<file path="src/rtl/rom_loader_pkg.sv">
// Shared types and constants for the ROM download loader.
package rom_loader_pkg;

    typedef enum logic [1:0] {
        IDLE    = 2'd0,
        COLLECT = 2'd1,
        WRITE   = 2'd2,
        DRAIN   = 2'd3
    } state_t;

    localparam int MAX_REGIONS = 32;

    localparam logic [24:0] DEFAULT_REGION_END [8] = '{
        25'h10000, 25'h20000, 25'h30000, 25'h40000,
        25'h60000, 25'h80000, 25'hC0000, 25'hE0000
    };

endpackage

</file>
<file path="src/rtl/rom_region_decode.sv">
// Combinational region decode: lowest region whose exclusive end lies above addr wins.
module rom_region_decode
    import rom_loader_pkg::*;
#(
    parameter int          NUM_REGIONS = 8,
    parameter logic [24:0] REGION_END [NUM_REGIONS] = DEFAULT_REGION_END
) (
    input  logic [24:0]            addr,
    output logic [NUM_REGIONS-1:0] sel,
    output logic [24:0]            start,
    output logic                   out_of_range
);

    always_comb begin
        sel          = '0;
        start        = '0;
        out_of_range = 1'b1;
        // Walk downwards so the lowest matching index is the last one written.
        for (int i = NUM_REGIONS - 1; i >= 0; i--) begin
            if (addr < REGION_END[i]) begin
                sel          = '0;
                sel[i]       = 1'b1;
                start        = (i == 0) ? 25'h0 : REGION_END[(i == 0) ? 0 : i - 1];
                out_of_range = 1'b0;
            end
        end
    end

endmodule

</file>
<file path="src/rtl/rom_loader.sv">
// Packs a byte-wide download stream into region-addressed words for a target memory.
// Optional byte checksum enabled by defining ROM_LOADER_CHECKSUM_EN.
//
//   state   | meaning
//   IDLE    | no download in progress
//   COLLECT | assembling bytes into the word accumulator
//   WRITE   | word presented on wr_*, waiting for wr_ack
//   DRAIN   | download ended, final partial word (if any) waiting for wr_ack
module rom_loader
    import rom_loader_pkg::*;
#(
    parameter int          NUM_REGIONS = 8,
    parameter int          WORD_BYTES  = 2,
    parameter logic [24:0] REGION_END [NUM_REGIONS] = DEFAULT_REGION_END
) (
    input  logic                    clk,
    input  logic                    reset_n,
    input  logic                    ioctl_download,
    input  logic                    ioctl_wr,
    input  logic [24:0]             ioctl_addr,
    input  logic [7:0]              ioctl_dout,
    output logic                    ioctl_wait,
    output logic                    wr_req,
    input  logic                    wr_ack,
    output logic [NUM_REGIONS-1:0]  wr_cs,
    output logic [23:0]             wr_addr,
    output logic [8*WORD_BYTES-1:0] wr_data,
    output logic [WORD_BYTES-1:0]   wr_be,
    output logic                    load_done,
    output logic                    bad_addr,
    output logic [15:0]             checksum
);

    state_t                  state, state_nxt;
    logic                    dl_q;
    logic [8*WORD_BYTES-1:0] acc_data, acc_data_nxt;
    logic [WORD_BYTES-1:0]   acc_be, acc_be_nxt;
    logic [NUM_REGIONS-1:0]  acc_cs, acc_cs_nxt;
    logic [23:0]             acc_addr, acc_addr_nxt;
    logic                    hold_valid, hold_valid_nxt;
    logic [24:0]             hold_addr, hold_addr_nxt;
    logic [7:0]              hold_data, hold_data_nxt;
    logic                    req_nxt, done_nxt, bad_nxt;
    logic [NUM_REGIONS-1:0]  cs_nxt;
    logic [23:0]             addr_nxt;
    logic [8*WORD_BYTES-1:0] data_nxt;
    logic [WORD_BYTES-1:0]   be_nxt;
    logic                    sum_add, sum_clr;

    logic                    dl_rise, byte_in, acc_valid, same_word;
    logic [24:0]             proc_addr, reg_start, offset, lane_idx;
    logic [7:0]              proc_data;
    logic [23:0]             word_idx;
    logic [NUM_REGIONS-1:0]  reg_sel;
    logic                    reg_oor;
    logic [8*WORD_BYTES-1:0] lane_bytes, merged_data;
    logic [WORD_BYTES-1:0]   lane_be, merged_be;

    assign dl_rise    = ioctl_download && !dl_q;
    assign byte_in    = ioctl_download && ioctl_wr;
    assign acc_valid  = |acc_be;
    assign ioctl_wait = wr_req || hold_valid;

    // A held byte always takes precedence over the live stream.
    assign proc_addr = hold_valid ? hold_addr : ioctl_addr;
    assign proc_data = hold_valid ? hold_data : ioctl_dout;

    rom_region_decode #(
        .NUM_REGIONS (NUM_REGIONS),
        .REGION_END  (REGION_END)
    ) u_decode (
        .addr         (proc_addr),
        .sel          (reg_sel),
        .start        (reg_start),
        .out_of_range (reg_oor)
    );

    assign offset    = proc_addr - reg_start;
    assign word_idx  = 24'(offset / 25'(WORD_BYTES));
    assign lane_idx  = offset % 25'(WORD_BYTES);
    assign same_word = acc_valid && (acc_cs == reg_sel) && (acc_addr == word_idx);

    always_comb begin
        lane_be    = '0;
        lane_bytes = '0;
        for (int b = 0; b < WORD_BYTES; b++) begin
            if (lane_idx == 25'(b)) begin
                lane_be[b]           = 1'b1;
                lane_bytes[8*b +: 8] = proc_data;
            end
        end
    end

    assign merged_data = (same_word ? acc_data : '0) | lane_bytes;
    assign merged_be   = (same_word ? acc_be   : '0) | lane_be;

    always_comb begin
        state_nxt      = state;
        acc_data_nxt   = acc_data;
        acc_be_nxt     = acc_be;
        acc_cs_nxt     = acc_cs;
        acc_addr_nxt   = acc_addr;
        hold_valid_nxt = hold_valid;
        hold_addr_nxt  = hold_addr;
        hold_data_nxt  = hold_data;
        req_nxt        = wr_req;
        cs_nxt         = wr_cs;
        addr_nxt       = wr_addr;
        data_nxt       = wr_data;
        be_nxt         = wr_be;
        done_nxt       = load_done;
        bad_nxt        = bad_addr;
        sum_add        = 1'b0;
        sum_clr        = 1'b0;

        if (dl_rise) begin
            state_nxt      = COLLECT;
            acc_be_nxt     = '0;
            acc_data_nxt   = '0;
            hold_valid_nxt = 1'b0;
            req_nxt        = 1'b0;
            done_nxt       = 1'b0;
            bad_nxt        = 1'b0;
            sum_clr        = 1'b1;
        end else begin
            case (state)
                COLLECT: begin
                    if (acc_valid && acc_be[WORD_BYTES-1]) begin
                        // Word completed by the byte that displaced the previous partial word.
                        req_nxt   = 1'b1;
                        cs_nxt    = acc_cs;
                        addr_nxt  = acc_addr;
                        data_nxt  = acc_data;
                        be_nxt    = acc_be;
                        acc_be_nxt   = '0;
                        acc_data_nxt = '0;
                        state_nxt = WRITE;
                        if (byte_in) begin
                            if (hold_valid) begin
                                bad_nxt = 1'b1;
                            end else begin
                                hold_valid_nxt = 1'b1;
                                hold_addr_nxt  = ioctl_addr;
                                hold_data_nxt  = ioctl_dout;
                            end
                        end
                    end else if (hold_valid || byte_in) begin
                        if (hold_valid) begin
                            hold_valid_nxt = byte_in;
                            hold_addr_nxt  = ioctl_addr;
                            hold_data_nxt  = ioctl_dout;
                        end
                        if (reg_oor) begin
                            bad_nxt = 1'b1;
                        end else begin
                            sum_add = 1'b1;
                            if (acc_valid && !same_word) begin
                                req_nxt      = 1'b1;
                                cs_nxt       = acc_cs;
                                addr_nxt     = acc_addr;
                                data_nxt     = acc_data;
                                be_nxt       = acc_be;
                                acc_data_nxt = lane_bytes;
                                acc_be_nxt   = lane_be;
                                acc_cs_nxt   = reg_sel;
                                acc_addr_nxt = word_idx;
                                state_nxt    = WRITE;
                            end else if (lane_be[WORD_BYTES-1]) begin
                                req_nxt      = 1'b1;
                                cs_nxt       = reg_sel;
                                addr_nxt     = word_idx;
                                data_nxt     = merged_data;
                                be_nxt       = merged_be;
                                acc_be_nxt   = '0;
                                acc_data_nxt = '0;
                                state_nxt    = WRITE;
                            end else begin
                                acc_data_nxt = merged_data;
                                acc_be_nxt   = merged_be;
                                acc_cs_nxt   = reg_sel;
                                acc_addr_nxt = word_idx;
                            end
                        end
                    end else if (!ioctl_download) begin
                        if (acc_valid) begin
                            req_nxt      = 1'b1;
                            cs_nxt       = acc_cs;
                            addr_nxt     = acc_addr;
                            data_nxt     = acc_data;
                            be_nxt       = acc_be;
                            acc_be_nxt   = '0;
                            acc_data_nxt = '0;
                        end
                        state_nxt = DRAIN;
                    end
                end
                WRITE: begin
                    if (byte_in) begin
                        if (hold_valid) begin
                            bad_nxt = 1'b1;
                        end else begin
                            hold_valid_nxt = 1'b1;
                            hold_addr_nxt  = ioctl_addr;
                            hold_data_nxt  = ioctl_dout;
                        end
                    end
                    if (wr_ack) begin
                        req_nxt   = 1'b0;
                        state_nxt = COLLECT;
                    end
                end
                DRAIN: begin
                    if (!wr_req || wr_ack) begin
                        req_nxt   = 1'b0;
                        done_nxt  = 1'b1;
                        state_nxt = IDLE;
                    end
                end
                default: ;
            endcase
        end
    end

    always_ff @(posedge clk or negedge reset_n) begin
        if (!reset_n) begin
            state      <= IDLE;
            dl_q       <= 1'b0;
            acc_data   <= '0;
            acc_be     <= '0;
            acc_cs     <= '0;
            acc_addr   <= '0;
            hold_valid <= 1'b0;
            hold_addr  <= '0;
            hold_data  <= '0;
            wr_req     <= 1'b0;
            wr_cs      <= '0;
            wr_addr    <= '0;
            wr_data    <= '0;
            wr_be      <= '0;
            load_done  <= 1'b0;
            bad_addr   <= 1'b0;
        end else begin
            state      <= state_nxt;
            dl_q       <= ioctl_download;
            acc_data   <= acc_data_nxt;
            acc_be     <= acc_be_nxt;
            acc_cs     <= acc_cs_nxt;
            acc_addr   <= acc_addr_nxt;
            hold_valid <= hold_valid_nxt;
            hold_addr  <= hold_addr_nxt;
            hold_data  <= hold_data_nxt;
            wr_req     <= req_nxt;
            wr_cs      <= cs_nxt;
            wr_addr    <= addr_nxt;
            wr_data    <= data_nxt;
            wr_be      <= be_nxt;
            load_done  <= done_nxt;
            bad_addr   <= bad_nxt;
        end
    end

`ifdef ROM_LOADER_CHECKSUM_EN
    logic [15:0] sum_q;

    always_ff @(posedge clk or negedge reset_n) begin
        if (!reset_n)     sum_q <= '0;
        else if (sum_clr) sum_q <= '0;
        else if (sum_add) sum_q <= sum_q + 16'(proc_data);
    end

    assign checksum = sum_q;
`else
    logic unused_sum;
    assign unused_sum = sum_add ^ sum_clr;
    assign checksum   = '0;
`endif

endmodule

</file>
<file path="config.mk">
export PLATFORM = sky130hd
export DESIGN_NAME = rom_loader
export DESIGN_NICKNAME = d
export VERILOG_FILES = /design/src/rtl/rom_loader_pkg.sv /design/src/rtl/rom_region_decode.sv /design/src/rtl/rom_loader.sv
export SDC_FILE = /design/constraint.sdc
export NUM_CORES = 1
export LEC_CHECK = 0
export BUFFER_PORTS_ARGS = -buffer_cell sky130_fd_sc_hd__buf_2
export CORE_ASPECT_RATIO = 0.5
export CORE_MARGIN = 2
export CORE_UTILIZATION = 39
export CTS_BUF_LIST = sky130_fd_sc_hd__clkbuf_8 sky130_fd_sc_hd__clkbuf_16
export CTS_CLUSTER_DIAMETER = 40
export CTS_CLUSTER_SIZE = 40
export DETAILED_ROUTE_END_ITERATION = 8
export PLACE_DENSITY = 0.58
export SYNTH_ARGS = -nofsm -noshare
export SYNTH_HDL_FRONTEND = slang
export SYNTH_SLANG_ARGS = --single-unit
</file>
<file path="constraint.sdc">
create_clock -name clk -period 5.75 [get_ports clk]
set_input_delay 0.8625 -clock clk [delete_from_list [all_inputs] [get_ports clk]]
set_output_delay 0.8625 -clock clk [all_outputs]
set_load 0.01 [all_outputs]
</file>
-- After elaboration in Yosys (flattened, before gate mapping)
Cells that the tools add are included.
Widths: inputs -> output; s select.
- word-level logic and storage cells: 211
- flip-flop bits (word level): 140
- output and inout port bits: 70
- input port bits: 38
- add/sub/neg operators: 1
- reduce and logical (&&, ||, !) cells: 31
- order comparisons: 8
- equality and inequality tests: 21
- multiplexer cells: 129
- bitwise operators: 5
- operator list (kind ; number):
    $mux 16 ; 17
    $mux 24 ; 9
    $mux 8 ; 24
    $mux 20 ; 8
    $mux 25 ; 5
    $lt 25x20->1 const B ; 3
    $mux 2 ; 26
    $lt 25x18->1 const B ; 2
    $lt 25x19->1 const B ; 2
    $pmux 25 s2 ; 1
    $mux 1 ; 34
    $logic_not 25->1 ; 1
    $lt 25x17->1 const B ; 1
    $sub 25x25->25 ; 1
    $eq 24x24->1 ; 1
    $reduce_and 6->1 ; 3
    $or 16x16->16 ; 1
    $pmux 8 s2 ; 1
    $ne 3x3->1 const B ; 5
    $ne 5x5->1 const B ; 3
    $ne 4x4->1 const B ; 3
    $eq 8x8->1 ; 1
    $reduce_and 4->1 ; 2
    $reduce_bool 2->1 ; 4
    21 further kinds ; 37

-- Depth between registers and ports, before layout
- depth after elaboration: 22
- gate-level depth with buffers: 20
- depth with buffers taken out: 16

-- By module
From an unflattened synthesis, not the netlist that was laid out.
- cell total of the unflattened synthesis: 951
- area, all modules: 9575.4 um^2
- modules (own cells, without submodules) (module ; times used ; area an instance (um^2) ; cells an instance):
    rom_loader ; 1 ; 9222.6 ; 904
    rom_region_decode ; 1 ; 352.8 ; 47

-- Least setup slack after synthesis
OpenSTA, ideal clock, no wires.
- path kind: register to register
- from: reg hold_valid
- to: reg wr_addr[2]
- required time: 5.625 ns
- path buffers: 7
- arrival time: 4.769 ns
- stages on the path, launching flop included: 21
- period minus slack after synthesis: 4.894 ns
- path slack: 0.856 ns
- library setup time: 0.125 ns
- cell sequence: dfrtp_1 > buf_2 > buf_2 > buf_4 > clkbuf_1 > buf_1 > mux2i_1 > ha_1 > inv_1 > fa_1 > a21oi_1 > o211a_1 > a31oi_1 > a21oi_1 > a221oi_1 > and4b_1 > buf_2 > a31o_2 > buf_2 > a221o_1 > mux2_2
- longest elaborated chain between the ends: 19
- ends and longest elaborated chain (what ; line ; RTL):
    from (decl) ; rom_loader.sv:40 ; logic hold_valid, hold_valid_nxt;
    from (signal assigned) ; rom_loader.sv:249 ; hold_valid <= hold_valid_nxt;
    $mux 25 ; -- ;
    $lt 25x20->1 ; rom_region_decode.sv:20 ; if (addr < REGION_END[i]) begin
    $mux 20 or $mux 8 (tied branches) (8 in series) ; rom_region_decode.sv:20 ;
    $sub 25x25->25 or $eq 8x8->1 (tied branches) ; rom_loader.sv:78, rom_loader.sv:81 ;
    $eq 24x24->1 or $logic_and 1x1->1 (tied branches) ; rom_loader.sv:81 ; assign same_word = acc_valid && (acc_cs == reg_sel) && (acc_addr == word_idx);
    $logic_and 1x1->1 ; rom_loader.sv:81 ;
    $logic_not 1->1 ; rom_loader.sv:157 ; if (acc_valid && !same_word) begin
    $logic_and 1x1->1 ; rom_loader.sv:157 ;
    $mux 24 ; rom_loader.sv:157 ;
    $mux 24 ; rom_loader.sv:153 ; if (reg_oor) begin
    $mux 24 ; rom_loader.sv:147 ; end else if (hold_valid || byte_in) begin
    $mux 24 ; rom_loader.sv:128 ; if (acc_valid && acc_be[WORD_BYTES-1]) begin
    to (signal assigned) ; rom_loader.sv:254 ; wr_addr <= addr_nxt;
    to (decl) ; rom_loader.sv:26 ; output logic [23:0] wr_addr,
Several ways; a longest one is shown, not always the timed one. The select of a mux whose other input is x is not followed.
A chain may end at the register's enable or synchronous reset.

-- Worst setup path in the final report
- from: reg hold_valid
- to: reg wr_cs[3]
- longest elaborated chain between the ends: 19
- ends and longest elaborated chain (what ; line ; RTL):
    $mux 25 ; -- ;
    $lt 25x20->1 ; rom_region_decode.sv:20 ;
    $mux 20 or $mux 8 (tied branches) (8 in series) ; rom_region_decode.sv:20 ;
    $sub 25x25->25 or $eq 8x8->1 (tied branches) ; rom_loader.sv:78, rom_loader.sv:81 ;
    $eq 24x24->1 or $logic_and 1x1->1 (tied branches) ; rom_loader.sv:81 ;
    $logic_and 1x1->1 ; rom_loader.sv:81 ;
    $logic_not 1->1 ; rom_loader.sv:157 ;
    $logic_and 1x1->1 ; rom_loader.sv:157 ;
    $mux 8 ; rom_loader.sv:157 ;
    $mux 8 ; rom_loader.sv:153 ;
    $mux 8 ; rom_loader.sv:147 ;
    $mux 8 ; rom_loader.sv:128 ;
    to (signal assigned) ; rom_loader.sv:253 ; wr_cs <= cs_nxt;
    to (decl) ; rom_loader.sv:25 ; output logic [NUM_REGIONS-1:0] wr_cs,
Several ways; a longest one is shown, not always the timed one. The select of a mux whose other input is x is not followed.

==> metrics.md <==
| Metric | Value |
|---|---|
| Status | `finished, final reports clean` |
| Synthesized cell area | `about 7700 sq um` |
| Initial Utilization | `0.398` |
| Layout Nets | `847` |
| Final instance area | `9120 sq um` |
| Final WS setup | `approximately 490 ps` |
| MaxCap Viol Count | `0` |
| Num rows | `36` |
| Placer Congestion | `0.857` |
| Setup crit start kind | `flop` |
| Multi-input gate area | `3890 sq um` |
| Vias in the first global route | `5689` |
| Worst-margin pin slew | `~1100 ps` |
| Worst Skew | `9.03 ps` |
| TritonCTS sink count | `between 100 and 150` |
| Distinct cells, synth | `63` |
| Placed cell areas | `roughly 8500 sq um` |
| Crit path required time | `between 6000 and 7000 ps` |
| Worst min path class | `in -> async` |
| Kind of critical path | `reg -> reg` |
| Grt total ovfl | `0` |
| Diodes inserted | `0` |
| Register area | `between 3000 and 4000 sq um` |
| Pre-CTS setup slack | `approximately 270 ps` |
| Pin count of the biggest net entering global routing | `just over 80` |
| H-tree Lvls | `4` |
| Setup TNS | `0 ps` |
| F_max | `~0.19 GHz` |
| Relative slew slack | `0.253` |
| Asr flop ratio synth | `1.00` |
| Mean post-synth cell area | `about 11 sq um` |
| Die extent in y | `~100 um` |
| Clock-pin slew on the worst setup and hold paths | `about 60 ps` |
| Final hold vios | `0` |
| Num CTS Buffers | `17` |
| WHS | `approximately 480 ps` |
| EDFF count, synth | `0` |
| Initial antenna violation count | `0` |
| Post-Syn Instances | `709` |
| Hpwl dp | `12900 um` |
| Port Buffers | `between 90 and 100` |
| First-pass iteration count of the detailed router | `5` |
| Via count | `5671` |
| First-pass GRT wire length | `30400 um` |
| Most frequent cells in the layout | `dfrtp_1, mux2_2, buf_2` |
| Top FF cell, synth | `dfrtp_1` |
| Layout area overhead | `17.8%` |
| Clock latency on the worst-skew pair | `~440 ps` |
| RSZ-0062 raised after global routing | `no` |
| Fin crit period | `5260 ps` |
| Chip Width | `slightly above 200 um` |
| FF+latch count, synth | `140` |
| Drt wl/cell | `~17 um` |
| All-Layer GR Usage | `0.185` |
| Maximum VDD drop | `around 0.2 mV` |
| CTS tree | `built` |
| Routed Antenna Nets | `0` |
| CP max FO | `17` |
| LEAKAGE | `between 0.004 and 0.005 uW` |
| Vias per cell | `5.25` |
| Crit path DAT | `about 5600 ps` |
| Total power | `roughly 3400 uW` |
| Core ar. | `between 15000 and 20000 sq um` |
| Final setup viols | `0` |
| Cts repair resizes | `0` |
| Root buf cell | `clkbuf_16` |
| Die area | `21100 sq um` |
| Sequential area share after synthesis | `0.453` |
| Num ports | `108` |
| DRC | `0` |
| Most common cell after layout, fill and taps aside | `dfrtp_1` |
| Power Density | `approximately 380 nW/um^2` |
| Clock buffer depth | `2` |
| Final WL | `18600 um` |
| Final Max Tran Viols | `0` |
| Fill cells | `1816` |
| Setup Buffers After CTS | `0` |
| Yosys warning total | `0` |
| Starting DRT DRC Count | `between 300 and 400` |
| Final period util | `0.914` |
| Crit. End Element | `flop` |
| Fraction of layout cells with a size suffix above 1 | `0.321` |
| Hold Buf Count CTS | `0` |
-- final timing paths --
check	startpoint	end	slack (ps)	cells after the start
worst max register to register	hold_valid$_DFFE_PN0P_	wr_cs[3]$_DFFE_PN0P_	490	15
min in group clk	wr_data[15]$_DFFE_PN0P_	wr_data[15]$_DFFE_PN0P_	480	1
max in group asynchronous	reset_n	acc_addr[17]$_DFFE_PN0P_	3990	2
worst max-delay path	hold_valid$_DFFE_PN0P_	wr_cs[3]$_DFFE_PN0P_	490	15
worst min register to register	wr_data[15]$_DFFE_PN0P_	wr_data[15]$_DFFE_PN0P_	480	1
worst min-delay path	reset_n	hold_addr[8]$_DFFE_PN0P_	480	1
-- stage by stage --
stage / instances / util
floorplan: 724 / -
global placement: 1048 / 0.437
detailed placement: 1048 / 0.437
CTS: 1080 / 0.468
global route: 1080 / 0.468
finish: 1080 / 0.468
-- cells in the mapped netlist, types with 3 or more instances --
master,n,area share
clkbuf_1,16,0.0078
nor4b_1,3,0.0034
inv_1,41,0.020
mux2_2,107,0.16
o211ai_1,3,0.0029
xor2_1,14,0.016
o21ai_1,5,0.0032
o21ai_0,17,0.011
nor3b_1,3,0.0029
buf_4,18,0.017
nand2b_1,3,0.0024
nor4_1,9,0.0073
buf_2,15,0.0097
nor2_1,32,0.016
a31oi_1,4,0.0032
or3_1,4,0.0032
nand4_1,4,0.0032
a21oi_1,12,0.0078
xnor2_1,18,0.020
or2_2,3,0.0024
nand2_1,65,0.032
nor2b_1,4,0.0032
and2_1,4,0.0032
buf_1,3,0.0015
ha_1,7,0.011
dfrtp_1,140,0.45
o2bb2ai_1,3,0.0034
nand3_1,9,0.0058
a32o_1,8,0.010
mux2_1,22,0.032
a22o_1,9,0.010
nor3_1,16,0.010
o221ai_1,8,0.0091
a221o_1,15,0.019
mux2i_1,29,0.038
-- registers in the layout, indices dropped and copies added, names as in the netlist --
name / flops
state: 2
acc_addr: 24
wr_addr: 24
bad_addr: 1
acc_cs: 8
acc_data: 16
wr_data: 16
acc_be: 2
dl_q: 1
wr_cs: 8
wr_req: 1
load_done: 1
hold_addr: 25
hold_valid: 1
hold_data: 8
wr_be: 2
-- power breakdown --
group	total (uW)	internal, uW	switching [uW]
sequential	1360	1210	148
combinational	923	449	474
clock	1140	693	449
-- cell type report --
class,instances,share of cell area
Inverter,41,0.0169
Clock buffer,18,0.0482
Clock inverter,14,0.0187
Sequential cell,140,0.384
Tap cell,266,0.0365
Multi-Input combinational cell,491,0.426
Timing Repair Buffer,110,0.0690
-- routing by layer --
layer	GRT usage	vias up	share of wire
li1	-	2710	-
met1	0.245	2819	0.47
met5	0	-	0
met4	0.0704	0	0.017
met2	0.298	118	0.47
met3	0.0400	24	0.033
-- critical path, cell delays in order, from the launching register on --
cell and delay [ps]:
dfrtp_2 490, buf_4 300, or3b_2 500, a222oi_1 340, nand2_1 210, fa_1 470
a21oi_1 260, o211a_1 240, a31oi_1 150, and2_1 190, a2111oi_0 550, and4b_1 510
buf_4 230, nor3_1 60, a221o_1 330, mux2_1 290
-- cells by family after synthesis --
family | after synthesis | share of synthesized area
AOI/OAI and AO/OA | 110 | 0.112
muxes | 158 | 0.225
adders and majority gates | 8 | 0.0139
DFF | 140 | 0.453
other | 1 | 0.000485
buffers and inverters | 93 | 0.0563
and+or+nand+nor | 167 | 0.103
xor gates and xnor gates | 32 | 0.0362
(Power assumes the default switching activity.)
